`config.mk`:
```
export PLATFORM = sky130hd
export DESIGN_NAME = press_arbiter_flat
export DESIGN_NICKNAME = d
export VERILOG_FILES = /design/src/rtl/press_arbiter_if.sv /design/src/rtl/press_arbiter.sv /design/src/flat_wrapper.sv
export SDC_FILE = /design/constraint.sdc
export NUM_CORES = 1
export LEC_CHECK = 0
export ABC_AREA = 1
export BUFFER_PORTS_ARGS = -buffer_cell sky130_fd_sc_hd__buf_2
export CORE_ASPECT_RATIO = 0.75
export CORE_MARGIN = 4
export CORE_UTILIZATION = 55
export CTS_CLUSTER_DIAMETER = 100
export DETAILED_ROUTE_END_ITERATION = 8
export PLACE_DENSITY = 0.8
export SYNTH_ARGS = -nofsm -noshare
export SYNTH_HDL_FRONTEND = slang
export SYNTH_SLANG_ARGS = --single-unit
```
`constraint.sdc`:
```
create_clock -name clk -period 1.4 [get_ports clk]
set_input_delay 0.07 -clock clk [delete_from_list [all_inputs] [get_ports clk]]
set_output_delay 0.07 -clock clk [all_outputs]
set_load 0.01 [all_outputs]
```
`src/rtl/press_arbiter_if.sv`:
```
// Button-arbiter bus: raw buttons and round clear in, round result out.
interface press_arbiter_if #(
  parameter int N_PLAYERS = 2,
  parameter int IDX_W     = 1
);
  logic                 clr;
  logic [N_PLAYERS-1:0] pb;
  logic                 push;
  logic                 done;
  logic                 tie;
  logic [N_PLAYERS-1:0] winner_onehot;
  logic [IDX_W-1:0]     winner_idx;
  logic                 right;

  // Game controller side: drives buttons and clear, observes the result.
  modport master (
    output clr, pb,
    input  push, done, tie, winner_onehot, winner_idx, right
  );

  // Arbiter side.
  modport slave (
    input  clr, pb,
    output push, done, tie, winner_onehot, winner_idx, right
  );
endinterface

```
`src/rtl/press_arbiter.sv`:
```
// N-player first-press arbiter with optional tie window.
// Buttons are synchronised and edge-detected; the first rising press(es)
// open a round, further rises inside the tie window join it, and the result
// is held until a synchronous round clear.
module press_arbiter #(
  parameter int N_PLAYERS   = 2,
  parameter int SYNC_STAGES = 2,
  parameter int TIE_WINDOW  = 0,
  parameter int IDX_W       = (N_PLAYERS > 2) ? $clog2(N_PLAYERS) : 1
) (
  input  logic          clk,
  input  logic          rst,
  press_arbiter_if.slave bus
);

  typedef enum logic [1:0] {
    ST_ARMED  = 2'd0,
    ST_WINDOW = 2'd1,
    ST_LOCKED = 2'd2
  } state_e;

  // Index of the lowest set bit; 0 when nothing is set.
  function automatic logic [IDX_W-1:0] lowest_idx(input logic [N_PLAYERS-1:0] v);
    logic [IDX_W-1:0] r;
    r = '0;
    for (int i = N_PLAYERS - 1; i >= 0; i--) begin
      r = v[i] ? IDX_W'(i) : r;
    end
    return r;
  endfunction

  // True when two or more bits are set (clearing the lowest bit leaves some).
  function automatic logic multi_hot(input logic [N_PLAYERS-1:0] v);
    return (v & (v - {{(N_PLAYERS-1){1'b0}}, 1'b1})) != '0;
  endfunction

  logic [SYNC_STAGES-1:0][N_PLAYERS-1:0] sync_q, sync_d;
  logic [N_PLAYERS-1:0] prev_q, prev_d;
  logic [N_PLAYERS-1:0] sync_s, rise_s, acc_s;
  logic                 push_q, push_d;
  logic                 res_tie_s, res_right_s;
  logic [IDX_W-1:0]     res_idx_s;

  state_e               state_q, state_d;
  logic [7:0]           cnt_q, cnt_d;
  logic [N_PLAYERS-1:0] onehot_q, onehot_d;
  logic                 done_q, done_d;
  logic                 tie_q, tie_d;
  logic                 right_q, right_d;
  logic [IDX_W-1:0]     idx_q, idx_d;

  // Synchroniser shift, edge history and button-activity indicator.
  always_comb begin
    sync_d = {sync_q[SYNC_STAGES-2:0], bus.pb};
    sync_s = sync_q[SYNC_STAGES-1];
    prev_d = sync_s;
    rise_s = sync_s & ~prev_q;
    push_d = |sync_s;
  end

  // Candidate result set for this cycle and its decoded summary.
  always_comb begin
    acc_s       = (state_q == ST_ARMED) ? rise_s : (onehot_q | rise_s);
    res_tie_s   = multi_hot(acc_s);
    res_idx_s   = lowest_idx(acc_s);
    res_right_s = (N_PLAYERS == 2) && !res_tie_s && acc_s[1];
  end

  // Round FSM next-state and next-result logic; clear wins over any rise.
  always_comb begin
    state_d  = state_q;
    cnt_d    = cnt_q;
    onehot_d = onehot_q;
    done_d   = done_q;
    tie_d    = tie_q;
    idx_d    = idx_q;
    right_d  = right_q;
    if (bus.clr) begin
      state_d  = ST_ARMED;
      cnt_d    = 8'd0;
      onehot_d = '0;
      done_d   = 1'b0;
      tie_d    = 1'b0;
      idx_d    = '0;
      right_d  = 1'b0;
    end else begin
      case (state_q)
        ST_ARMED: begin
          onehot_d = '0;
          done_d   = 1'b0;
          tie_d    = 1'b0;
          idx_d    = '0;
          right_d  = 1'b0;
          if (|rise_s) begin
            onehot_d = acc_s;
            if (TIE_WINDOW == 0) begin
              state_d = ST_LOCKED;
              done_d  = 1'b1;
              tie_d   = res_tie_s;
              idx_d   = res_idx_s;
              right_d = res_right_s;
            end else begin
              state_d = ST_WINDOW;
              cnt_d   = 8'(TIE_WINDOW);
            end
          end else begin
            state_d = ST_ARMED;
          end
        end
        ST_WINDOW: begin
          onehot_d = acc_s;
          cnt_d    = cnt_q - 8'd1;
          if (cnt_q == 8'd1) begin
            state_d = ST_LOCKED;
            done_d  = 1'b1;
            tie_d   = res_tie_s;
            idx_d   = res_idx_s;
            right_d = res_right_s;
          end else begin
            state_d = ST_WINDOW;
          end
        end
        ST_LOCKED: begin
          state_d = ST_LOCKED;
        end
        default: begin
          state_d  = ST_ARMED;
          cnt_d    = 8'd0;
          onehot_d = '0;
          done_d   = 1'b0;
          tie_d    = 1'b0;
          idx_d    = '0;
          right_d  = 1'b0;
        end
      endcase
    end
  end

  // Input-path registers: synchroniser chain, previous level, push.
  always_ff @(posedge clk or posedge rst) begin
    if (rst) begin
      sync_q <= '0;
      prev_q <= '0;
      push_q <= 1'b0;
    end else begin
      sync_q <= sync_d;
      prev_q <= prev_d;
      push_q <= push_d;
    end
  end

  // Round FSM state, window counter and registered result outputs.
  always_ff @(posedge clk or posedge rst) begin
    if (rst) begin
      state_q  <= ST_ARMED;
      cnt_q    <= 8'd0;
      onehot_q <= '0;
      done_q   <= 1'b0;
      tie_q    <= 1'b0;
      idx_q    <= '0;
      right_q  <= 1'b0;
    end else begin
      state_q  <= state_d;
      cnt_q    <= cnt_d;
      onehot_q <= onehot_d;
      done_q   <= done_d;
      tie_q    <= tie_d;
      idx_q    <= idx_d;
      right_q  <= right_d;
    end
  end

  assign bus.push          = push_q;
  assign bus.done          = done_q;
  assign bus.tie           = tie_q;
  assign bus.winner_onehot = onehot_q;
  assign bus.winner_idx    = idx_q;
  assign bus.right         = right_q;

endmodule

```
`src/flat_wrapper.sv`:
```
// flat-port wrapper written by rule: the top's interface ports become plain ports
module press_arbiter_flat 
#(
  parameter int N_PLAYERS   = 2,
  parameter int SYNC_STAGES = 2,
  parameter int TIE_WINDOW  = 0,
  parameter int IDX_W       = (N_PLAYERS > 2) ? $clog2(N_PLAYERS) : 1
)
  (clk, rst, bus_clr, bus_pb, bus_push, bus_done, bus_tie, bus_winner_onehot, bus_winner_idx, bus_right);
  press_arbiter_if #(.N_PLAYERS(N_PLAYERS), .IDX_W(IDX_W)) bus_i ();
  input  logic clk;
  input  logic rst;
  input wire logic [$bits(bus_i.clr)-1:0] bus_clr;
  input wire logic [$bits(bus_i.pb)-1:0] bus_pb;
  output wire logic [$bits(bus_i.push)-1:0] bus_push;
  output wire logic [$bits(bus_i.done)-1:0] bus_done;
  output wire logic [$bits(bus_i.tie)-1:0] bus_tie;
  output wire logic [$bits(bus_i.winner_onehot)-1:0] bus_winner_onehot;
  output wire logic [$bits(bus_i.winner_idx)-1:0] bus_winner_idx;
  output wire logic [$bits(bus_i.right)-1:0] bus_right;
  assign bus_i.clr = bus_clr;
  assign bus_i.pb = bus_pb;
  assign bus_push = bus_i.push;
  assign bus_done = bus_i.done;
  assign bus_tie = bus_i.tie;
  assign bus_winner_onehot = bus_i.winner_onehot;
  assign bus_winner_idx = bus_i.winner_idx;
  assign bus_right = bus_i.right;
  press_arbiter #(.N_PLAYERS(N_PLAYERS), .SYNC_STAGES(SYNC_STAGES), .TIE_WINDOW(TIE_WINDOW), .IDX_W(IDX_W)) u_core (.clk(clk), .rst(rst), .bus(bus_i));
endmodule
```
# Word level (Yosys, flattened, before mapping)
# Cells that the tools add are included.
[word_totals] register_bits=23 in_bits=5 out_inout_bits=7 word_cells=59
[op_classes] add_sub_neg=2 eq_ne=6 mux=28 bitwise_logic=4 n_reduce_logical=8
[ops] operator="$pmux 8 s2" count=1
[ops] operator="$mux 1" count=14
[ops] operator="$mux 2" count=6
[ops] operator="$pmux 1 s3" count=4
[ops] operator="$pmux 2 s3" count=2
[ops] operator="$eq 8x1->1 const B" count=1
[ops] operator="$mux 8" count=1
[ops] operator="$sub 8x1->8 const B" count=1
[ops] operator="$reduce_or 2->1" count=3
[ops] operator="$and 2x2->2" count=2
[ops] operator="$ne 3x2->1 const B" count=1
[ops] operator="$eq 2x1->1 const B" count=1
[ops] operator="$eq 2x2->1 const B" count=1
[ops] operator="$logic_not 2->1" count=1
[ops] operator="$ne 2x1->1 const B" count=1
[ops] operator="$ne 2x2->1 const B" count=1
[ops] operator="$not 2->2" count=1
[ops] operator="$or 2x2->2" count=1
[ops] operator="$reduce_and 2->1" count=1
[ops] operator="$reduce_bool 2->1" count=1
[ops] operator="$sub 2x1->2 const B" count=1
[ops] operator="$logic_and 1x1->1" count=1
[ops] operator="$logic_not 1->1" count=1

# Longest topological paths before layout
# Gate-level depths: netlist (run 1).
[depth] word_depth=12 depth_mapped=8 depth_no_buf=8

# Worst setup path after synthesis (run 1)
# No wires, ideal clock.
[synth_path] kind="register to register" startpoint="register u_core.cnt_q[1]" endpoint="register u_core.tie_q, in the netlist u_core.bus.tie" setup_ns=0.065 t_arrival_ns=1.052 required_ns=1.335 slack_ns=0.283 path_stages_with_launch=9 n_path_buf=0 period_less_slack_ns=1.117 path_cell_list="dfrtp_1 -> inv_1 -> ha_1 -> nand2_1 -> nor2_4 -> nor2_2 -> nor2_1 -> nand3_1 -> nand2_1"
[synth_via] elab_chain_cells=3
[synth_rtl] item="start, declared" line="press_arbiter.sv:45" rtl="logic [7:0] cnt_q, cnt_d;"
[synth_rtl] item="start signal, assigned" line="press_arbiter.sv:164" rtl="cnt_q <= cnt_d;"
[synth_rtl] item="$eq 8x1->1" line="press_arbiter.sv:113" rtl="if (cnt_q == 8'd1) begin"
[synth_rtl] item="$ne 3x2->1 (no line)"
[synth_rtl] item="$reduce_and 2->1 (no line)"
[synth_rtl] item="end signal, assigned" line="press_arbiter.sv:167" rtl="tie_q <= tie_d;"
[synth_rtl] item="end, declared" line="press_arbiter.sv:48" rtl="logic tie_q, tie_d;"
# Every way passes these cells.
# A chain may end at the register's enable or synchronous reset.

# Worst setup path in the final report (run 1)
[layout_path] startpoint="register u_core.cnt_q[1]" endpoint="register u_core.right_q, in the netlist u_core.bus.right"
[layout_via] elab_chain_cells=3
[layout_rtl] item="$eq 8x1->1" line="press_arbiter.sv:113"
[layout_rtl] item="$ne 3x2->1 (no line)"
[layout_rtl] item="$reduce_and 2->1 (no line)"
[layout_rtl] item="end signal, assigned" line="press_arbiter.sv:169" rtl="right_q <= right_d;"
[layout_rtl] item="end, declared" line="press_arbiter.sv:49" rtl="logic right_q, right_d;"
# Every way passes these cells.

==> results.txt, run 1 <==
The flow ran to the end, and the final reports show no timing, DRC or antenna violations. The tools report the number of ports placed on the die boundary as 12. Power density over the cells: 963 nW/um^2.

After routing the design area is 1150 um^2. The clock passes through at most 2 buffers. The kind of critical path was reg2reg.

The cell accounting for the most synthesized area was dfrtp_1. The logs give 1.53 ns for the data arrival time of the critical path and 0 for the post-cts sizing count. The sequential cell area was 551 um^2. The cell count after synthesis was 111. The tools report the wire length reported by the detailed router as 1.88 mm.

Entering global routing, the biggest net connects 23 pins. The global-route usage over all layers came out at 0.173. During synthesis, Yosys emitted a total of 0 warnings. The path class of the tightest hold or removal check is in2reg. Summing all multi-input logic gate instances after layout gives 368 um^2. The library cell contributing the largest single delay on the critical path is dfrtp_1. The tools report the initial cell density of the core as 0.580. Setup repair after global routing left no endpoint under its margin. In this design, the largest share of critical-path delay is due to simple AND/OR/NAND/NOR gates. The floorplan has 13 rows. Hold violation total from the final report: 0. The fraction of layout cells with a size suffix above 1 came out at 0.256. After detailed placement, the total cell area comes to 1080 um^2. The worst path meets setup with 0.133 ns of slack. For flop-to-flop paths, the worst setup slack is 0.13 ns.

The worst path in the final design needs a cycle of 1.27 ns, including I/O delays and setup. The highest cell delay on the worst timing path came out at 0.38 ns. The run gives 0.169 ns as the worst slack after detailed placement. After the first detailed-routing iteration, the DRC count stood at 15. The buffers plus inverters on the worst setup path was 1. The run gives 3 as the number of buffers added by the clock tree synthesis step. The final layout contains 137 nets.

In this run the standard cell core region covers 1720 um^2. The congestion estimate from routability-driven global placement came to 0.866. The relative slew slack was 0.813; the flip-flop and latch count after synthesis was 22. The worst-case IR drop observed on VDD is 0.682 mV. The cell total after placement was 144; the number of global-route vias before repair was 800.

The number of nets handed over by synthesis was 118. For the sum of negative setup slack, the log shows 0 ns. The total clock sinks was 22; the transition time at the pin with the least slew margin was 0.280 ns.

The run gives 0 as the number of max-slew violations in the final report. The run gives 2570 um^2 as the area of the die. The number of antenna violations at the first check in global routing is 0, and the overall overflow remaining after global route is 0. Cell repeated most along the worst path: nand2_1. The clock input transition at the sequential cells of the worst setup and hold paths was 0.12 ns.

The first global-routing pass estimated 3.27 mm of wire. Share of the clock period used by the worst path: 0.905. The logs give 0 for the antenna violation net count after detailed routing and 0.551 for the sequential cell area fraction in the yosys report. STA classifies the critical path startpoint as a flip-flop. The final-layout fill cell count is 141. The count of input and output buffers is 11. H-tree level count: 1. Yosys attributes the largest share of cell area to dfrtp_1 55%, nand2_1 7.9%, inv_1 5.6%. Across the routed clock network, the largest skew measured is 0.00672 ns. At the later pin of the worst-skew pair, clock insertion delay measures 0.31 ns. Once detailed placement completed, the half-perimeter wirelength came to 1.39 mm. Across the run, the number of max-cap violations was 0.

On the final layout, the worst hold slack is 0.0886 ns. The average wire length per cell after detail routing is 12.5 um. TritonCTS built the clock tree. The mean instance size in the synthesized netlist is 9.01 um^2. The tools report the cell leakage power as 0.584 nW. The final cell count without fillers is 151, and the die extent in x is 57.2 um. After detailed routing, the number of vias per cell comes to 5.30. The number of antenna diodes in the final layout is 0.

Cell area after technology mapping: 1000 um^2. In this run the clock root is driven by a clkbuf_4. The final-report setup violation count came out at 0. Compared with the post-synthesis result, the final layout area differs by 14.9%.

STA classifies the critical path endpoint as a flip-flop. Data on the critical path is required at its endpoint by 1.66 ns. The proportion of netlist area held by the largest area contributor came out at 0.551.

The die is 44.9 um tall. Synthesis instantiated 20 different standard cells from the library. After detailed routing, the number of remaining DRC violations is 0. In this run the worst path has a maximum fanout of 4.

For this block, the via count after detailed routing is 801. For this run, the detailed router's first-pass iteration total came to 4. The maximum achievable frequency came out at 789 MHz. The critical path goes through inv_1 > ha_1 > nand2_1 > nor2_4 > nor2_2 > nor2_1 > nand3_1 > nand2_1.
-- what timing repair did --
action	4_1_cts	5_1_grt
endpoints found under the hold margin	24	0
buffers inserted	0	0
hold buffers	3	0
-- worst reg2reg max path, stage by stage, from the launching register on --
cell     delay (ns)
dfrtp_1        0.38
inv_1          0.11
ha_1           0.15
nand2_1        0.08
nor2_4         0.14
nor2_2         0.05
nor2_1         0.14
nand3_1        0.11
nand2_1        0.06
-- cell families (layout without fill, tap and decap cells) --
kind of cell / count (synthesis) / after routing / share of synthesized area
simple gates: 46 / 46 / 0.228
fa+ha+maj: 2 / 2 / 0.0250
buf+inv: 20 / 38 / 0.0814
compound gates: 21 / 21 / 0.115
flops: 22 / 22 / 0.551
-- layer usage --
layer / routed length [um] / track usage
met2: 976 / 0.326
met5: 0 / 0
met1: 758 / 0.176
met4: 27 / 0.0602
met3: 121 / 0.0686
-- per-stage QoR --
stage	total power, mW	util
floorplan	0.735	-
global placement	0.762	0.628
detailed placement	0.766	0.628
CTS	1.12	0.666
global route	1.16	0.666
finish	1.11	0.666
-- synth_stat cells --
cell type and number:
a21oi_1 7, nand2_2 3, dfrtp_1 22, ha_1 2, nand2_4 1, or2_2 1, o21ai_1 6, nor2_2 5
inv_4 1, nor2_1 5, nor3_1 1, nand3_1 7, inv_1 15, o22ai_1 5, inv_2 3, buf_4 1
o21ai_2 1, o21ai_0 2, nand2_1 21, nor2_4 2
-- final timing paths --
check                                                to  cells after the start                        start
max in group asynchronous   u_core.cnt_q[7]$_DFFE_PP0P_                      4                          rst
min                         u_core.state_q[1]$_DFF_PP0_                      4                      bus_clr
min in group asynchronous  u_core.bus.right$_DFFE_PP0P_                      4                          rst
max reg2reg                u_core.bus.right$_DFFE_PP0P_                      8  u_core.cnt_q[1]$_DFFE_PP0P_
min reg2reg                  u_core.prev_d[1]$_DFF_PP0_                      0   u_core.sync_d[3]$_DFF_PP0_
max                        u_core.bus.right$_DFFE_PP0P_                      8  u_core.cnt_q[1]$_DFFE_PP0P_
-- registers in the layout, indices dropped and copies added, names as in the netlist, 2 cells and up --
| signal | count |
|---|---|
| u_core.prev_d | 2 |
| u_core.prev_q | 2 |
| u_core.sync_d | 2 |
| u_core.cnt_q | 8 |
| u_core.bus.winner_onehot | 2 |
| u_core.state_q | 2 |
-- final cells by class --
cell class | instances | area share
clock buffer | 4 | 0.0316
sequential | 22 | 0.479
timing repair buffer | 15 | 0.0806
tap | 22 | 0.0240
multi-input combinational | 69 | 0.320
inverter | 19 | 0.0643
-- power by group --
group	internal [mW]	total (mW)	switching (mW)
Sequential	0.653	0.663	0.0102
Clock	0.159	0.347	0.188
Combinational	0.0351	0.0964	0.0613
-- cells in the final DEF (no fill, tap or decap), types with 5 or more instances in the layout --
cell type	synthesis	layout
o22ai_1	5	5
a21oi_1	7	7
nand2_1	21	21
inv_1	15	15
dfrtp_1	22	22
nand3_1	7	7
o21ai_1	6	6
nor2_2	5	5
buf_2	0	11
nor2_1	5	5
Note: power is estimated with default switching activity, not from simulation.
==> run 2, diff against run 1 <==
CORE_UTILIZATION = 49   (was 55)
PLACE_DENSITY = 0.76   (was 0.8)
clock period = 1 ns   (was 1.4 ns; I/O delays follow)
==> results.txt, run 2 (same netlist as run 1, synthesis figures left out) <==
The area growth from synthesis to layout was 45.7%; the global-route wire length before repair was 3.54 mm (+8.2%). For the final net count, the log shows 156 (+14%). The number of buffers added by the clock tree synthesis step was 3 (unchanged).

Number of global-route vias before repair: 788 (-1.5%). The violation count after the first detailed-route iteration came out at 24 (+9). TritonCTS built the clock tree. The number of max-cap violations is 0 (unchanged), and the final core area utilization is 0.792 (+0.126).

The logs give 0.302 (-0.011) for the clock network power share and 1.25 ns (-0.41 ns) for the critical path data required time. For the initial cell density of the core, the log shows 0.544 (-0.0359). The total clock sinks came out at 22 (unchanged).

The final-layout fill cell count is 116 (-18%), and the die extent in x is 60.2 um (+5.1%). The transition time at the pin with the least slew margin is 0.302 ns (+0.0220 ns), and the share of the clock period used by the worst path is 1.27 (+0.367). The switching power is 0.384 mW (+48%), and the number of max-slew violations in the final report is 0 (unchanged). The fraction of power spent switching nets came out at 0.240 (+0.00563). Largest net degree at the start of global routing: 23 (unchanged). The final critical delay including setup and external delays works out to 1.27 ns (+0.00500 ns). STA classifies the critical path endpoint as a flip-flop.

For the length of the first detailed-routing pass in iterations, the log shows 4 (unchanged). The clock tree buffer depth was 2 (unchanged). The worst setup path is launched from a flip-flop. The wire length reported by the detailed router is 2.56 mm (+36%), and the smallest hold slack is 0.0916 ns (+0.00292 ns). The worst setup margin was -0.272 ns (-0.405 ns). For the sum of negative setup slack, the log shows -2.52 ns (-2.52 ns).

The via density per instance works out to 5.36 (+1.1%). The class of the tightest hold or removal check was in2reg. Internal portion of total power: 1.21 mW (+43%). The critical-path maximum fanout is 3 (-1). The tools report the number of antenna violations at the first check in global routing as 0 (unchanged). The number of flip-flops under the largest register name is 8 (unchanged), and the vias after detailed routing is 912 (+14%). The clock input transition at the sequential cells of the worst setup and hold paths works out to 0.12 ns (about the same). Number of cell rows: 13 (unchanged).

The library cell used most frequently in the layout, excluding fill and tap cells, is dfrtp_1. The worst clock skew on the final layout is 0.00424 ns (-0.00248 ns), and the relative slew slack is 0.797 (-0.0160). The run finished, with violations left. The checks that failed: negative setup slack. The fraction of layout cells with a size suffix above 1 came out at 0.520 (+0.264).

The tools report the maximum achievable frequency as 786 MHz (-0.39%). For the clock latency at the later pin of the worst-skew pair, the log shows 0.31 ns (about the same). The run gives 1.51 mm (+9.3%) as the HPWL reported at the end of detailed placement. The critical path is of the reg2reg type. The tools report the number of ports placed on the die boundary as 12 (unchanged). The tools report the remaining design rule violation count as 0 (unchanged). The core outline area was 1840 um^2 (+6.6%). The cell leakage power was 0.724 nW (+24%). Setup repair after global routing could not meet its margin everywhere. The area of the die was 2830 um^2 (+10%); the power density over the cells was 1100 nW/um^2 (+14%). The antenna violation net count after detailed routing was 0 (unchanged). The average wire length per cell after detail routing was 15.1 um (+21%); the number of antenna diodes was 0 (unchanged). Register with the most flip-flops: u_core.cnt_q.

The die height was 47.1 um (+4.9%); the global-route usage over all layers was 0.175 (+0.00254). The final-report setup violation count was 15 (+15); the worst vdd rail ir drop was 0.857 mV (+26%). The logs give 0.582 (-0.017) for the fraction of power consumed by sequential logic and 0.791 (-8.6%) for the routability-driven placement congestion ratio. The count of input and output buffers was 11 (unchanged). In the layout the commonest cells are 20 x dfrtp_1, 19 x nand2_1, 15 x buf_4. The overall overflow remaining after global route came out at 0 (unchanged). Clock root buffer: clkbuf_4. The H-tree level count was 1 (unchanged); the data arrival time of the critical path was 1.53 ns (about the same). The hold violation total from the final report was 0 (unchanged); the share of total power in combinational logic was 0.116 (+0.029).
run 2: area by class of cell:
cell class | count | area (um^2) | share of cell area
timing repair buffer | 34 | 263 | 0.180
tap | 22 | 27.5 | 0.0189
sequential | 22 | 553 | 0.380
clock buffer | 4 | 36.3 | 0.0249
multi-input combinational | 69 | 498 | 0.342
inverter | 19 | 78.8 | 0.0541
run 2: repair_timing:
action / in CTS / in global routing
endpoints found under the setup margin: 14 / 15
endpoints found under the hold margin: 24 / 0
pin swaps: 2 / 11
gates resized for setup: 5 / 34
setup buffers: 1 / 5
hold buffers: 3 / 0
run 2: power by group through the flow:
stage	logic [mW]	registers [mW]	clock network, mW
2_1_floorplan	0.0804	0.948	0
3_3_place_gp	0.140	0.944	0
3_5_place_dp	0.142	0.945	0
4_1_cts	0.157	0.928	0.499
5_1_grt	0.202	0.934	0.537
6_report	0.185	0.930	0.482
run 2: final timing paths:
kind	depth (start not counted)	endpoint	slack, ns	startpoint
setup / recovery	7	u_core.bus.tie$_DFFE_PP0P_	-0.27	u_core.cnt_q[7]$_DFFE_PP0P_
hold / removal	4	u_core.state_q[1]$_DFF_PP0_	0.09	bus_clr
setup reg to reg	7	u_core.bus.tie$_DFFE_PP0P_	-0.27	u_core.cnt_q[7]$_DFFE_PP0P_
hold reg to reg	0	u_core.prev_d[0]$_DFF_PP0_	0.37	u_core.sync_d[2]$_DFF_PP0_
max in group asynchronous	4	u_core.cnt_q[0]$_DFFE_PP0P_	0.46	rst
min in group asynchronous	4	u_core.cnt_q[6]$_DFFE_PP0P_	0.30	rst
run 2: per-stage QoR:
step / total power, mW / cells / cell area (um^2) / setup slack [ns]
finish: 1.60 / 170 / 1460 / -0.272
floorplan: 1.03 / 111 / 1000 / -0.0675
CTS: 1.58 / 165 / 1280 / -0.190
global route: 1.67 / 170 / 1460 / -0.368
detailed placement: 1.09 / 157 / 1180 / -0.178
global placement: 1.08 / 157 / 1180 / -0.117
run 2: metal layers:
layer	up-vias	part of all wire	global-route usage
met1	443	0.45	0.236
met3	9	0.050	0.0687
met5	-	0	0
met4	0	0.030	0.0531
li1	431	-	-
met2	29	0.47	0.263
run 2: critical path, stage by stage, from the launching register on:
cell and delay, ns:
dfrtp_1 0.41, nor2_1 0.22, nand2_4 0.09, nor2_4 0.18
nor2_4 0.05, nor2_2 0.13, nand3_1 0.08, nand2_1 0.07
